**src/rtl/fpadd_pkg.sv**
```systemverilog
// Shared widths, limits and FSM state codes for the FP32 adder sequencer.
package fpadd_pkg;

  localparam int unsigned EXP_W  = 8;
  localparam int unsigned MANT_W = 24;
  localparam int unsigned CNT_W  = 5;

  // Shifting by MANT_W+1 or more clears the mantissa, so alignment saturates here
  localparam int unsigned MAX_ALIGN = MANT_W + 1;

  localparam logic [EXP_W-1:0] EXP_MAX     = EXP_W'(255);
  localparam logic [EXP_W-1:0] EXP_OVF_LIM = EXP_W'(254);

  typedef enum logic [2:0] {
    S_IDLE  = 3'd0,
    S_LOAD  = 3'd1,
    S_ALIGN = 3'd2,
    S_ADD   = 3'd3,
    S_NORM  = 3'd4,
    S_DONE  = 3'd5
  } state_t;

endpackage

```
**src/rtl/fpadd_exp_unit.sv**
```systemverilog
// Exponent compare: saturated alignment distance, operand ordering and larger exponent.
module fpadd_exp_unit
  import fpadd_pkg::*;
(
  input  logic [EXP_W-1:0] exp_a,
  input  logic [EXP_W-1:0] exp_b,
  output logic [CNT_W-1:0] diff_sat,
  output logic             a_lt_b,
  output logic [EXP_W-1:0] exp_max
);

  localparam int unsigned DW = EXP_W + 1;

  logic [DW-1:0] abs_diff;

  always_comb begin
    a_lt_b   = (exp_a < exp_b);
    abs_diff = a_lt_b ? (DW'(exp_b) - DW'(exp_a)) : (DW'(exp_a) - DW'(exp_b));
    exp_max  = a_lt_b ? exp_b : exp_a;
    diff_sat = (abs_diff > DW'(MAX_ALIGN)) ? CNT_W'(MAX_ALIGN) : CNT_W'(abs_diff);
  end

endmodule

```
**src/rtl/fpadd_seq_ctrl.sv**
```systemverilog
// Sequencer for the FP32 adder mantissa datapath: align, add, carry-correct, normalise.
module fpadd_seq_ctrl
  import fpadd_pkg::*;
(
  input  logic             clk,
  input  logic             reset,
  input  logic             start,
  input  logic [EXP_W-1:0] exp_a,
  input  logic [EXP_W-1:0] exp_b,
  input  logic             add_cy,
  input  logic             res_msb,
  input  logic             res_zero,
  output logic             ldm_a,
  output logic             shrm_a,
  output logic             ldm_b,
  output logic             shrm_b,
  output logic             ldm_r,
  output logic             shrm_r,
  output logic             shlm_r,
  output logic             shr_cy,
  output logic [EXP_W-1:0] exp_out,
  output logic             busy,
  output logic             done,
  output logic             ovf
);

  state_t           state_q, state_d;
  logic [EXP_W-1:0] exp_a_q, exp_a_d;
  logic [EXP_W-1:0] exp_b_q, exp_b_d;
  logic [EXP_W-1:0] exp_r_q, exp_r_d;
  logic [CNT_W-1:0] cnt_q, cnt_d;
  logic             shift_a_q, shift_a_d;
  logic             cy_q, cy_d;

  logic             ldm_a_q, ldm_a_d, shrm_a_q, shrm_a_d;
  logic             ldm_b_q, ldm_b_d, shrm_b_q, shrm_b_d;
  logic             ldm_r_q, ldm_r_d, shrm_r_q, shrm_r_d;
  logic             shlm_r_q, shlm_r_d, shr_cy_q, shr_cy_d;
  logic [EXP_W-1:0] exp_out_q, exp_out_d;
  logic             busy_q, busy_d, done_q, done_d, ovf_q, ovf_d;

  logic [CNT_W-1:0] diff_sat;
  logic             a_lt_b;
  logic [EXP_W-1:0] exp_max;

  fpadd_exp_unit u_exp_unit (
    .exp_a    (exp_a_q),
    .exp_b    (exp_b_q),
    .diff_sat (diff_sat),
    .a_lt_b   (a_lt_b),
    .exp_max  (exp_max)
  );

  // Outputs are decided with the transition so they line up with the state they belong to
  always_comb begin
    state_d   = state_q;
    exp_a_d   = exp_a_q;
    exp_b_d   = exp_b_q;
    exp_r_d   = exp_r_q;
    cnt_d     = cnt_q;
    shift_a_d = shift_a_q;
    cy_d      = cy_q;
    ldm_a_d   = 1'b0;
    shrm_a_d  = 1'b0;
    ldm_b_d   = 1'b0;
    shrm_b_d  = 1'b0;
    ldm_r_d   = 1'b0;
    shrm_r_d  = 1'b0;
    shlm_r_d  = 1'b0;
    shr_cy_d  = 1'b0;
    ovf_d     = 1'b0;
    done_d    = 1'b0;
    exp_out_d = '0;

    case (state_q)
      S_IDLE: begin
        if (start) begin
          exp_a_d = exp_a;
          exp_b_d = exp_b;
          ldm_a_d = 1'b1;
          ldm_b_d = 1'b1;
          state_d = S_LOAD;
        end
      end
      S_LOAD: begin
        exp_r_d   = exp_max;
        cnt_d     = diff_sat;
        shift_a_d = a_lt_b;
        if (diff_sat != '0) begin
          shrm_a_d = a_lt_b;
          shrm_b_d = ~a_lt_b;
          state_d  = S_ALIGN;
        end else begin
          ldm_r_d = 1'b1;
          state_d = S_ADD;
        end
      end
      S_ALIGN: begin
        cnt_d = cnt_q - CNT_W'(1);
        if (cnt_q <= CNT_W'(1)) begin
          ldm_r_d = 1'b1;
          state_d = S_ADD;
        end else begin
          shrm_a_d = shift_a_q;
          shrm_b_d = ~shift_a_q;
        end
      end
      S_ADD: begin
        cy_d    = add_cy;
        state_d = S_NORM;
      end
      S_NORM: begin
        if (cy_q) begin
          shrm_r_d = 1'b1;
          shr_cy_d = 1'b1;
          cy_d     = 1'b0;
          if (exp_r_q >= EXP_OVF_LIM) begin
            ovf_d   = 1'b1;
            exp_r_d = EXP_MAX;
          end else begin
            exp_r_d = exp_r_q + EXP_W'(1);
          end
          state_d = S_DONE;
        end else if (res_zero) begin
          exp_r_d = '0;
          state_d = S_DONE;
        end else if (!res_msb) begin
          if (exp_r_q > EXP_W'(1)) begin
            shlm_r_d = 1'b1;
            exp_r_d  = exp_r_q - EXP_W'(1);
          end else begin
            exp_r_d = '0;
            state_d = S_DONE;
          end
        end else begin
          state_d = S_DONE;
        end
      end
      S_DONE: begin
        state_d = S_IDLE;
      end
      default: begin
        state_d = S_IDLE;
      end
    endcase

    if (state_d == S_DONE) begin
      done_d    = 1'b1;
      exp_out_d = exp_r_d;
    end
    busy_d = (state_d != S_IDLE);
  end

  always_ff @(posedge clk or negedge reset) begin
    if (!reset) begin
      state_q   <= S_IDLE;
      exp_a_q   <= '0;
      exp_b_q   <= '0;
      exp_r_q   <= '0;
      cnt_q     <= '0;
      shift_a_q <= 1'b0;
      cy_q      <= 1'b0;
      ldm_a_q   <= 1'b0;
      shrm_a_q  <= 1'b0;
      ldm_b_q   <= 1'b0;
      shrm_b_q  <= 1'b0;
      ldm_r_q   <= 1'b0;
      shrm_r_q  <= 1'b0;
      shlm_r_q  <= 1'b0;
      shr_cy_q  <= 1'b0;
      exp_out_q <= '0;
      busy_q    <= 1'b0;
      done_q    <= 1'b0;
      ovf_q     <= 1'b0;
    end else begin
      state_q   <= state_d;
      exp_a_q   <= exp_a_d;
      exp_b_q   <= exp_b_d;
      exp_r_q   <= exp_r_d;
      cnt_q     <= cnt_d;
      shift_a_q <= shift_a_d;
      cy_q      <= cy_d;
      ldm_a_q   <= ldm_a_d;
      shrm_a_q  <= shrm_a_d;
      ldm_b_q   <= ldm_b_d;
      shrm_b_q  <= shrm_b_d;
      ldm_r_q   <= ldm_r_d;
      shrm_r_q  <= shrm_r_d;
      shlm_r_q  <= shlm_r_d;
      shr_cy_q  <= shr_cy_d;
      exp_out_q <= exp_out_d;
      busy_q    <= busy_d;
      done_q    <= done_d;
      ovf_q     <= ovf_d;
    end
  end

  assign ldm_a   = ldm_a_q;
  assign shrm_a  = shrm_a_q;
  assign ldm_b   = ldm_b_q;
  assign shrm_b  = shrm_b_q;
  assign ldm_r   = ldm_r_q;
  assign shrm_r  = shrm_r_q;
  assign shlm_r  = shlm_r_q;
  assign shr_cy  = shr_cy_q;
  assign exp_out = exp_out_q;
  assign busy    = busy_q;
  assign done    = done_q;
  assign ovf     = ovf_q;

endmodule

```
**config.mk**
```make
export PLATFORM = sky130hd
export DESIGN_NAME = fpadd_seq_ctrl
export DESIGN_NICKNAME = d
export VERILOG_FILES = /design/src/rtl/fpadd_pkg.sv /design/src/rtl/fpadd_exp_unit.sv /design/src/rtl/fpadd_seq_ctrl.sv
export SDC_FILE = /design/constraint.sdc
export NUM_CORES = 1
export LEC_CHECK = 0
export CORE_AREA = 4 4 96 98
export DETAILED_ROUTE_END_ITERATION = 8
export DIE_AREA = 0 0 100 102
export GPL_TIMING_DRIVEN = 0
export PLACE_DENSITY = 0.7
export SYNTH_ARGS = -nofsm -noshare
export SYNTH_HDL_FRONTEND = slang
export SYNTH_HIERARCHICAL = 1
export SYNTH_SLANG_ARGS = --single-unit
```
**constraint.sdc**
```tcl
create_clock -name clk -period 4.5 [get_ports clk]
set_input_delay 0.45 -clock clk [delete_from_list [all_inputs] [get_ports clk]]
set_output_delay 0.45 -clock clk [all_outputs]
set_load 0.05 [all_outputs]
```
# Yosys cells after proc, flatten, opt, wreduce, memory -nomap -nowiden
# Index checks and enable logic that the tools add are counted.
# W data, S select, Z words.
# classes
addsub	5
magnitude_cmp	5
n_eq_ne	5
muxes	42
bitwise	2
reduce_logical	6
# ops
op	count
$mux W8	7
$mux W1	20
$mux W3	6
$sub A8 B8 Y9	2
$pmux W8 S2	1
$pmux W3 S5	1
$pmux W5 S2	1
$gt A9 B5 Y1 const B	1
$mux W9	1
$add A8 B1 Y8 const B	1
$ge A8 B8 Y1 const B	1
$gt A8 B1 Y1 const B	1
$lt A8 B8 Y1	1
$pmux W1 S2	4
$sub A8 B1 Y8 const B	1
$eq A3 B2 Y1 const B	2
$eq A3 B3 Y1 const B	2
$le A5 B1 Y1 const B	1
$mux W5	1
$reduce_bool A5 Y1	1
$sub A5 B1 Y5 const B	1
$reduce_bool A2 Y1	2
$eq A3 B1 Y1 const B	1
$logic_not A3 Y1	1
other kinds (3)	4
# totals
ff_bits	51
inputBits	22
output_inout_bits	19
wordCells	82

# Depth between registers and ports, before layout
# Gate-level depths: netlist of run 1.
# depth
ltp_word	9
ltp_mapped	16
mapped_depth_nobuf	15

# Hierarchy
# Netlist of run 1, hierarchy kept.
# modules_own_cells
module	n_inst	cells_each	area_each_um2	seq_area_each_um2
fpadd_seq_ctrl	1	272	2740.1	1276.2
fpadd_exp_unit	1	146	982.2	0.0

# Worst setup path before layout of run 1
# Ideal clock, no wire load.
# synth_path
path_kind	flip-flop to flip-flop
start	register exp_a_q[2]
end	register state_q[0]
setup_time_ns	0.083
arrival_ns	3.157
required_time_ns	4.417
setup_slack_ns	1.261
stages_incl_launch_ff	16
n_path_buf	1
synth_period_minus_slack_ns	3.239
cell_sequence	dfrtp_1 inv_1 ha_1 buf_6 a21oi_1 o21ai_1 a21boi_0 mux2i_1 nor3b_1 o311a_2 and3_1 or4_1 nor3_1 a21oi_1 o21a_1 o21ai_0
# synth_via
elab_chain_cells	7
elab_cells_between_ends	9
classes_between	add/sub: 2; order compare: 2; mux: 4; reduce/logical: 1
# synth_lines
element	line	text
start: declaration	fpadd_seq_ctrl.sv:28	logic [EXP_W-1:0] exp_a_q, exp_a_d;
start signal: assignment	fpadd_seq_ctrl.sv:177	exp_a_q <= exp_a_d;
$sub A8 B8 Y9 / $lt A8 B8 Y1 (equally long branches)	fpadd_exp_unit.sv:18, fpadd_exp_unit.sv:17	
$mux W9 *	fpadd_exp_unit.sv:18	abs_diff = a_lt_b ? (DW'(exp_b) - DW'(exp_a)) : (DW'(exp_a) - DW'(exp_b));
$gt A9 B5 Y1	fpadd_exp_unit.sv:20	diff_sat = (abs_diff > DW'(MAX_ALIGN)) ? CNT_W'(MAX_ALIGN) : CNT_W'(abs_diff);
$mux W5 *	fpadd_exp_unit.sv:20	
net diff_sat[1]	fpadd_seq_ctrl.sv:42	logic [CNT_W-1:0] diff_sat;
$reduce_bool A5 Y1 *	fpadd_seq_ctrl.sv:89	if (diff_sat != '0) begin
$mux W1 *	fpadd_seq_ctrl.sv:89	
$pmux W3 S5 *	fpadd_seq_ctrl.sv:75	case (state_q)
net state_d[0]	fpadd_seq_ctrl.sv:27	state_t state_q, state_d;
end signal: assignment	fpadd_seq_ctrl.sv:176	state_q <= state_d;
end: declaration	fpadd_seq_ctrl.sv:27	
# Mark *: on every way through the listed nets, which the timed path passes. The rest lies on a longest branch.
# A chain may end at the register's enable or synchronous reset.

# Worst setup path after layout of run 1
# layout_path
start	register exp_a_q[2]
end	register shrm_b_q (netlist: shrm_b)
# layout_via
elab_chain_cells	7
elab_cells_between_ends	10
classes_between	add/sub: 2; order compare: 2; mux: 4; bitwise: 1; reduce/logical: 1
# layout_lines
element	line	text
$sub A8 B8 Y9 / $lt A8 B8 Y1 (equally long branches)	fpadd_exp_unit.sv:18, fpadd_exp_unit.sv:17	
$mux W9 *	fpadd_exp_unit.sv:18	
$gt A9 B5 Y1	fpadd_exp_unit.sv:20	
$mux W5 *	fpadd_exp_unit.sv:20	
net diff_sat[1]	fpadd_seq_ctrl.sv:42	
$reduce_bool A5 Y1 *	fpadd_seq_ctrl.sv:89	
$mux W1 *	fpadd_seq_ctrl.sv:89	
$pmux W1 S2 *	fpadd_seq_ctrl.sv:75	
net shrm_b_d	fpadd_seq_ctrl.sv:36	logic ldm_b_q, ldm_b_d, shrm_b_q, shrm_b_d;
end signal: assignment	fpadd_seq_ctrl.sv:186	shrm_b_q <= shrm_b_d;
end: declaration	fpadd_seq_ctrl.sv:36	
# Marked as above.

==> metrics.txt, run 1 <==
# rows=34; count of boundary I/O pins=41; Final Hold Fails=0; max cap viols=0; Clock Sinks=51; library cell contributing the largest single delay on the critical path=sky130_fd_sc_hd__or4_1; WP data arrival=3.85 ns; Post-layout nets=512; fraction of synthesis flops using an asynchronous set or reset pin=100%; number of register bits inferred by synthesis=51; Die Footprint=0.0102 mm^2; post-DR vias/cell=5.62; Worst Path Class, Setup=reg2reg; CTS hold repair buffers=0; post-synth top area share=34.3%; number of library cell types mapped by synthesis=64; synthesis warning total=6; # H-tree levels=2; dpl ws=0.895 ns; Die Span Y=102 um; clock tree from TritonCTS=yes; Layout Area Growth over Synthesis=17.8%; post-CTS repair timing setup buffer count=0; top fanout value on the critical path=9; HPWL after DPL=6.94 mm; RSZ-0062 raised after global routing=no; number of cells upsized or downsized after cts=0; deepest clock path buffer count=2; GR Overflow Total=0; Critical Path RT=4.70 ns; drt pass-1 iters=5; post-DR wirelength/cell=15.6 um; worst path buffer plus inverter count=2; clock latency at the later pin of the worst-skew pair=0.31 ns; Highest Clock Rate=0.274 GHz; clock-pin transition on the worst setup and hold timing paths=0.10 ns; count of flip-flops with a built-in enable after synthesis=0; status=finished, final reports clean; Syn Inst Count=418; number of buffers added by the clock tree synthesis step=5; DRC Markers=0; stages on the worst setup path=14; post-route non-filler standard cell count=575; number of nets still failing antenna checks after routing=0; initial antenna violation count=0; vias after detailed routing=3,229; total wire length after detailed routing=8.98 mm; min setup slack post-route=0.850 ns; iteration-0 DRC count of the detailed router=129; crit path launch=exp_a_q[2]; # setup viols final=0; Critical Path Start Type=register; crit end category=register; nets in the synthesized netlist=464; largest net degree at the start of global routing=30; top area cells in the synthesized netlist=sky130_fd_sc_hd__dfrtp_1 34%, sky130_fd_sc_hd__ha_1 7.4%, sky130_fd_sc_hd__mux2_2 4.8%, sky130_fd_sc_hd__o21ai_0 4.3%, sky130_fd_sc_hd__a21oi_1 4.2%; Clk Tree Root Cell=sky130_fd_sc_hd__clkbuf_8; series of cell instances along the critical path=inv_1, ha_1, buf_6, a21oi_1, o21ai_1, a21boi_0, mux2i_1, nor3b_1, o311a_2, and3_1, or4_1, nor2_1, nor3_1, a22o_1; vias in the first global route=3,146; number of max-slew violations in the final report=0; kind of path behind the tightest hold check=in2async; Final period util=81.1%; core region area=0.00847 mm^2; routability congestion estimate from global placement=0.886; startpoint of the lowest-slack register-to-register path=exp_a_q[2]; initial standard-cell utilization of the core=44.0%; fraction of final layout cells sized beyond drive strength 1=11.3%; ys flop type=sky130_fd_sc_hd__dfrtp_1; Total Routing Usage GR=18.1%; Die Width=100 um; top cell family by delay on the critical path=compound AO/OA/AOI/OAI gates; sequential element share of the synthesized area=34.3%; cell area after synthesis=0.00372 mm^2; wire length of the first global-routing pass=14.9 mm; relative slew slack=14.6%; sum of negative setup slack=0 ns; worst setup skew after layout=0.0104 ns; Avg Inst Size Synth=8.91 um^2; number of port buffers=40; clock period minus worst slack=3.65 ns; instance count after placement with tap cells included=567; slowest stage delay, CP=0.54 ns; post-synth top area cell=sky130_fd_sc_hd__dfrtp_1; slew of the pin with the lowest slew margin=1.27 ns; diode insertion count for antenna repair=0; Reg2Reg Setup Slack=0.85 ns; logic depth of the worst register-to-register path=14
-- kinds of logic (layout without fill, tap and decap cells) --
kind of cell    count (synthesis)  count (layout)  share of synthesized area (%)
flops                          51              51                           34.3
compound gates                118             118                           21.7
mux                            28              28                           8.07
simple gates                  125             125                           17.2
fa+ha+maj                      24              24                           8.47
xor+xnor                       13              13                           3.06
buf+inv                        59             108                           7.19
-- cell type report --
type / count / area, um^2
Clock buffer: 5 / 68.8
Fill cell: 801 / 4080
Buffer: 28 / 151
Multi-Input combinational cell: 308 / 2180
Inverter: 31 / 116
Clock inverter: 3 / 43.8
Sequential cell: 51 / 1280
Timing Repair Buffer: 41 / 415
Tap cell: 108 / 135
-- stage by stage --
stage,cell area (um^2),utilization (%),hold WS [ns]
floorplan,3720,-,0.154
global placement,4260,50.3,0.475
detailed placement,4270,50.5,0.468
CTS,4390,51.8,0.138
global route,4390,51.8,0.156
finish,4390,51.8,0.116
-- per-layer routing --
| layer | GRT usage (%) | share of wire, % | vias up |
|---|---|---|---|
| met1 | 24.3 | 46 | 1558 |
| met2 | 30.5 | 48 | 88 |
| li1 | - | - | 1573 |
| met4 | 5.08 | 1.4 | 0 |
| met3 | 2.66 | 4.8 | 10 |
| met5 | 0 | 0 | - |
-- cells in the mapped netlist (all sizes together) (9+ instances only) --
library cell,instances
nor2,36
ha,22
mux2i,12
a21oi,33
clkbuf,14
mux2,16
dfrtp,51
nand2,31
nor3,10
nand3,10
o21ai,33
buf,14
xnor2,9
inv,31
a22oi,9
-- registers in the layout (all words and copies together) (netlist names), 3 cells and up --
register	cells
exp_a_q	8
exp_b_q	8
exp_out	8
exp_r_q	8
cnt_q	5
state_q	3
-- placed cells by master, fill, tap and decap left out, drive strengths merged, types with 3 or more instances in the layout --
cell type       n
a21oi          33
a22oi           9
and2b           3
and3            3
buf            16
clkbuf         19
clkdlybuf4s50  39
dfrtp          51
ha             22
inv            31
mux2           16
mux2i          12
nand2          31
nand2b          4
nand3          10
nor2           36
nor2b           8
nor3           10
nor4            3
o21a            3
o21ai          33
o22ai           6
o31ai           4
or2             3
or4             5
xnor2           9
xor2            4
-- final timing paths --
| check | endpoint |
|---|---|
| max in group asynchronous | exp_b_q[1] |
| worst max-delay path | shrm_b |
| min in group clk | cnt_q[4] |
| worst min-delay path | exp_r_q[7] |
| worst min register to register | cnt_q[4] |
| worst max register to register | shrm_b |
Power of run 1 is left out: the tool's default activity adds up to more than one toggle a clock period on the data nets, which glitch-free logic cannot reach.
==> run 2: changes to the inputs <==
PLACE_DENSITY = 0.73   (was 0.7)
clock period = 3.05 ns   (was 4.5 ns; I/O delays follow)
==> run 2 against run 1 <==
The run now ends with setup timing left; cell count increased by 3.7%; via count increased by 4.1%; register-to-register slack got worse by 1.2 ns; setup slack got worse by 1.2 ns; non-clock buffer count increased by 21; hold slack improved by 0.35 ns; sequential share of layout area decreased by 2.2 points; cell area increased by 8.2%; routed wire length increased by 6.4%; critical path depth increased by 1; clock-buffer cell count unchanged; clock skew decreased by 0.0032 ns; critical endpoint unchanged.
==> metrics.txt, run 2 (synthesized netlist as in run 1, its figures left out) <==
Worst Path Class, Setup=reg2reg; crit path launch=exp_a_q[5]; initial standard-cell utilization of the core=44.0%; iteration-0 DRC count of the detailed router=168; Critical Path RT=3.25 ns; clock period minus worst slack=3.43 ns; initial antenna violation count=0; vias after detailed routing=3,363; drt pass-1 iters=5; startpoint of the lowest-slack register-to-register path=exp_a_q[5]; number of buffers added by the clock tree synthesis step=5; Die Width=100 um; max cap viols=0; total wire length after detailed routing=9.56 mm; kind of path behind the tightest hold check=in2async; violations in the final reports=setup timing; count of boundary I/O pins=41; GR Overflow Total=0; post-DR vias/cell=5.64; Die Span Y=102 um; diode insertion count for antenna repair=0; highest-count cells in the layout ignoring fill and taps=50 x sky130_fd_sc_hd__dfrtp_1, 39 x sky130_fd_sc_hd__clkdlybuf4s50_1, 31 x sky130_fd_sc_hd__nor2_1; routability congestion estimate from global placement=0.899; worst setup skew after layout=0.00720 ns; Post-layout nets=533; crit end category=register; wire length of the first global-routing pass=15.7 mm; Clock Sinks=51; dpl ws=-0.365 ns; min setup slack post-route=-0.385 ns; fraction of final layout cells sized beyond drive strength 1=22.1%; post-route worst hold slack=0.464 ns; instance count after placement with tap cells included=567; relative slew slack=29.6%; DRC Markers=0; core region area=0.00847 mm^2; commonest non-fill, non-tap cell in the layout=sky130_fd_sc_hd__dfrtp_1; clock-pin transition on the worst setup and hold timing paths=0.10 ns; number of nets still failing antenna checks after routing=0; post-DR wirelength/cell=16.0 um; post-route non-filler standard cell count=596; top cell family by delay on the critical path=simple AND/OR/NAND/NOR gates; Final Hold Fails=0; series of cell instances along the critical path=inv_1, ha_1, clkbuf_1, nor2b_1, mux2i_1, nand3_1, o31ai_1, o311a_4, buf_6, and3_4, or4_4, buf_6, nor2_4, nor3_4, a22o_1; vias in the first global route=3,288; Clk Tree Root Cell=sky130_fd_sc_hd__clkbuf_8; number of port buffers=40; Total Routing Usage GR=18.9%; top fanout value on the critical path=10; number of max-slew violations in the final report=0; deepest clock path buffer count=2; # setup viols final=4; # rows=34; slowest stage delay, CP=0.54 ns; slew of the pin with the lowest slew margin=1.05 ns; clock latency at the later pin of the worst-skew pair=0.30 ns; Die Footprint=0.0102 mm^2; # H-tree levels=2; Layout Area Growth over Synthesis=27.5%; library cell contributing the largest single delay on the critical path=sky130_fd_sc_hd__or4_4; largest net degree at the start of global routing=34; most repeated library cell on the critical path=sky130_fd_sc_hd__buf_6; HPWL after DPL=6.85 mm; clock tree from TritonCTS=yes; Highest Clock Rate=0.291 GHz; total of fill cells in the finished design=728; WP data arrival=3.63 ns; RSZ-0062 raised after global routing=yes; Final period util=113%; worst path buffer plus inverter count=4; status=finished, violations left; Critical Path Start Type=register
[run 2: changes by cell type in the layout (fill, tap and decap cells not counted), sizes merged]
cell	before	now
dlygate4sd3	0	1
clkbuf	19	18
buf	16	37
[run 2: path summary, 6_finish.rpt]
check,end,slack [ns],cells after the start
min in group clk,cnt_q[4],0.50,1
min,exp_r_q[7],0.46,2
max in group asynchronous,exp_a_q[1],2.04,3
min reg2reg,cnt_q[4],0.50,1
max,shrm_b,-0.38,15
max reg2reg,shrm_b,-0.38,15
[run 2: worst register-to-register path, stage by stage, from the launching register on]
cell and delay (ns):
sky130_fd_sc_hd__dfrtp_1 0.41, sky130_fd_sc_hd__inv_1 0.06, sky130_fd_sc_hd__ha_1 0.31, sky130_fd_sc_hd__clkbuf_1 0.35, sky130_fd_sc_hd__nor2b_1 0.35, sky130_fd_sc_hd__mux2i_1 0.12, sky130_fd_sc_hd__nand3_1 0.10, sky130_fd_sc_hd__o31ai_1 0.08
sky130_fd_sc_hd__o311a_4 0.16, sky130_fd_sc_hd__buf_6 0.13, sky130_fd_sc_hd__and3_4 0.14, sky130_fd_sc_hd__or4_4 0.54, sky130_fd_sc_hd__buf_6 0.14, sky130_fd_sc_hd__nor2_4 0.13, sky130_fd_sc_hd__nor3_4 0.05, sky130_fd_sc_hd__a22o_1 0.25
[run 2: final cells by class]
cell class	instances	area, um^2	share of cell area (%)
Buffer	27	155	3.27
Sequential cell	51	1280	26.9
Clock inverter	3	43.8	0.923
Clock buffer	5	68.8	1.45
Multi-Input combinational cell	308	2350	49.6
Tap cell	108	135	2.85
Inverter	31	116	2.45
Timing Repair Buffer	63	594	12.5
[run 2: layer usage]
metal | global-route usage [%] | part of all wire [%] | vias up
met5 | 0 | 0 | -
met4 | 5.60 | 1.2 | 0
met3 | 2.39 | 4.2 | 10
met2 | 33.0 | 51 | 103
met1 | 24.6 | 44 | 1630
li1 | - | - | 1620
[run 2: per-stage QoR]
| step | util [%] | TNS, ns | area, um^2 |
|---|---|---|---|
| after detailed placement | 50.5 | -2.57 | 4280 |
| after floorplan | - | -0.212 | 3730 |
| after global routing | 56.1 | -1.83 | 4750 |
| final | 56.1 | -1.37 | 4750 |
| after CTS | 54.0 | -0.727 | 4570 |
| after global placement | 50.3 | -1.99 | 4260 |
[run 2: what timing repair did]
item                                    4_1_cts  5_1_grt
hold buffers                                  1        0
setup buffers                                13        8
pin swaps                                    11       15
resized for setup                            25       34
endpoints found under the setup margin       13       15
endpoints found under the hold margin        18        0
Power of run 2 is left out for the same reason.
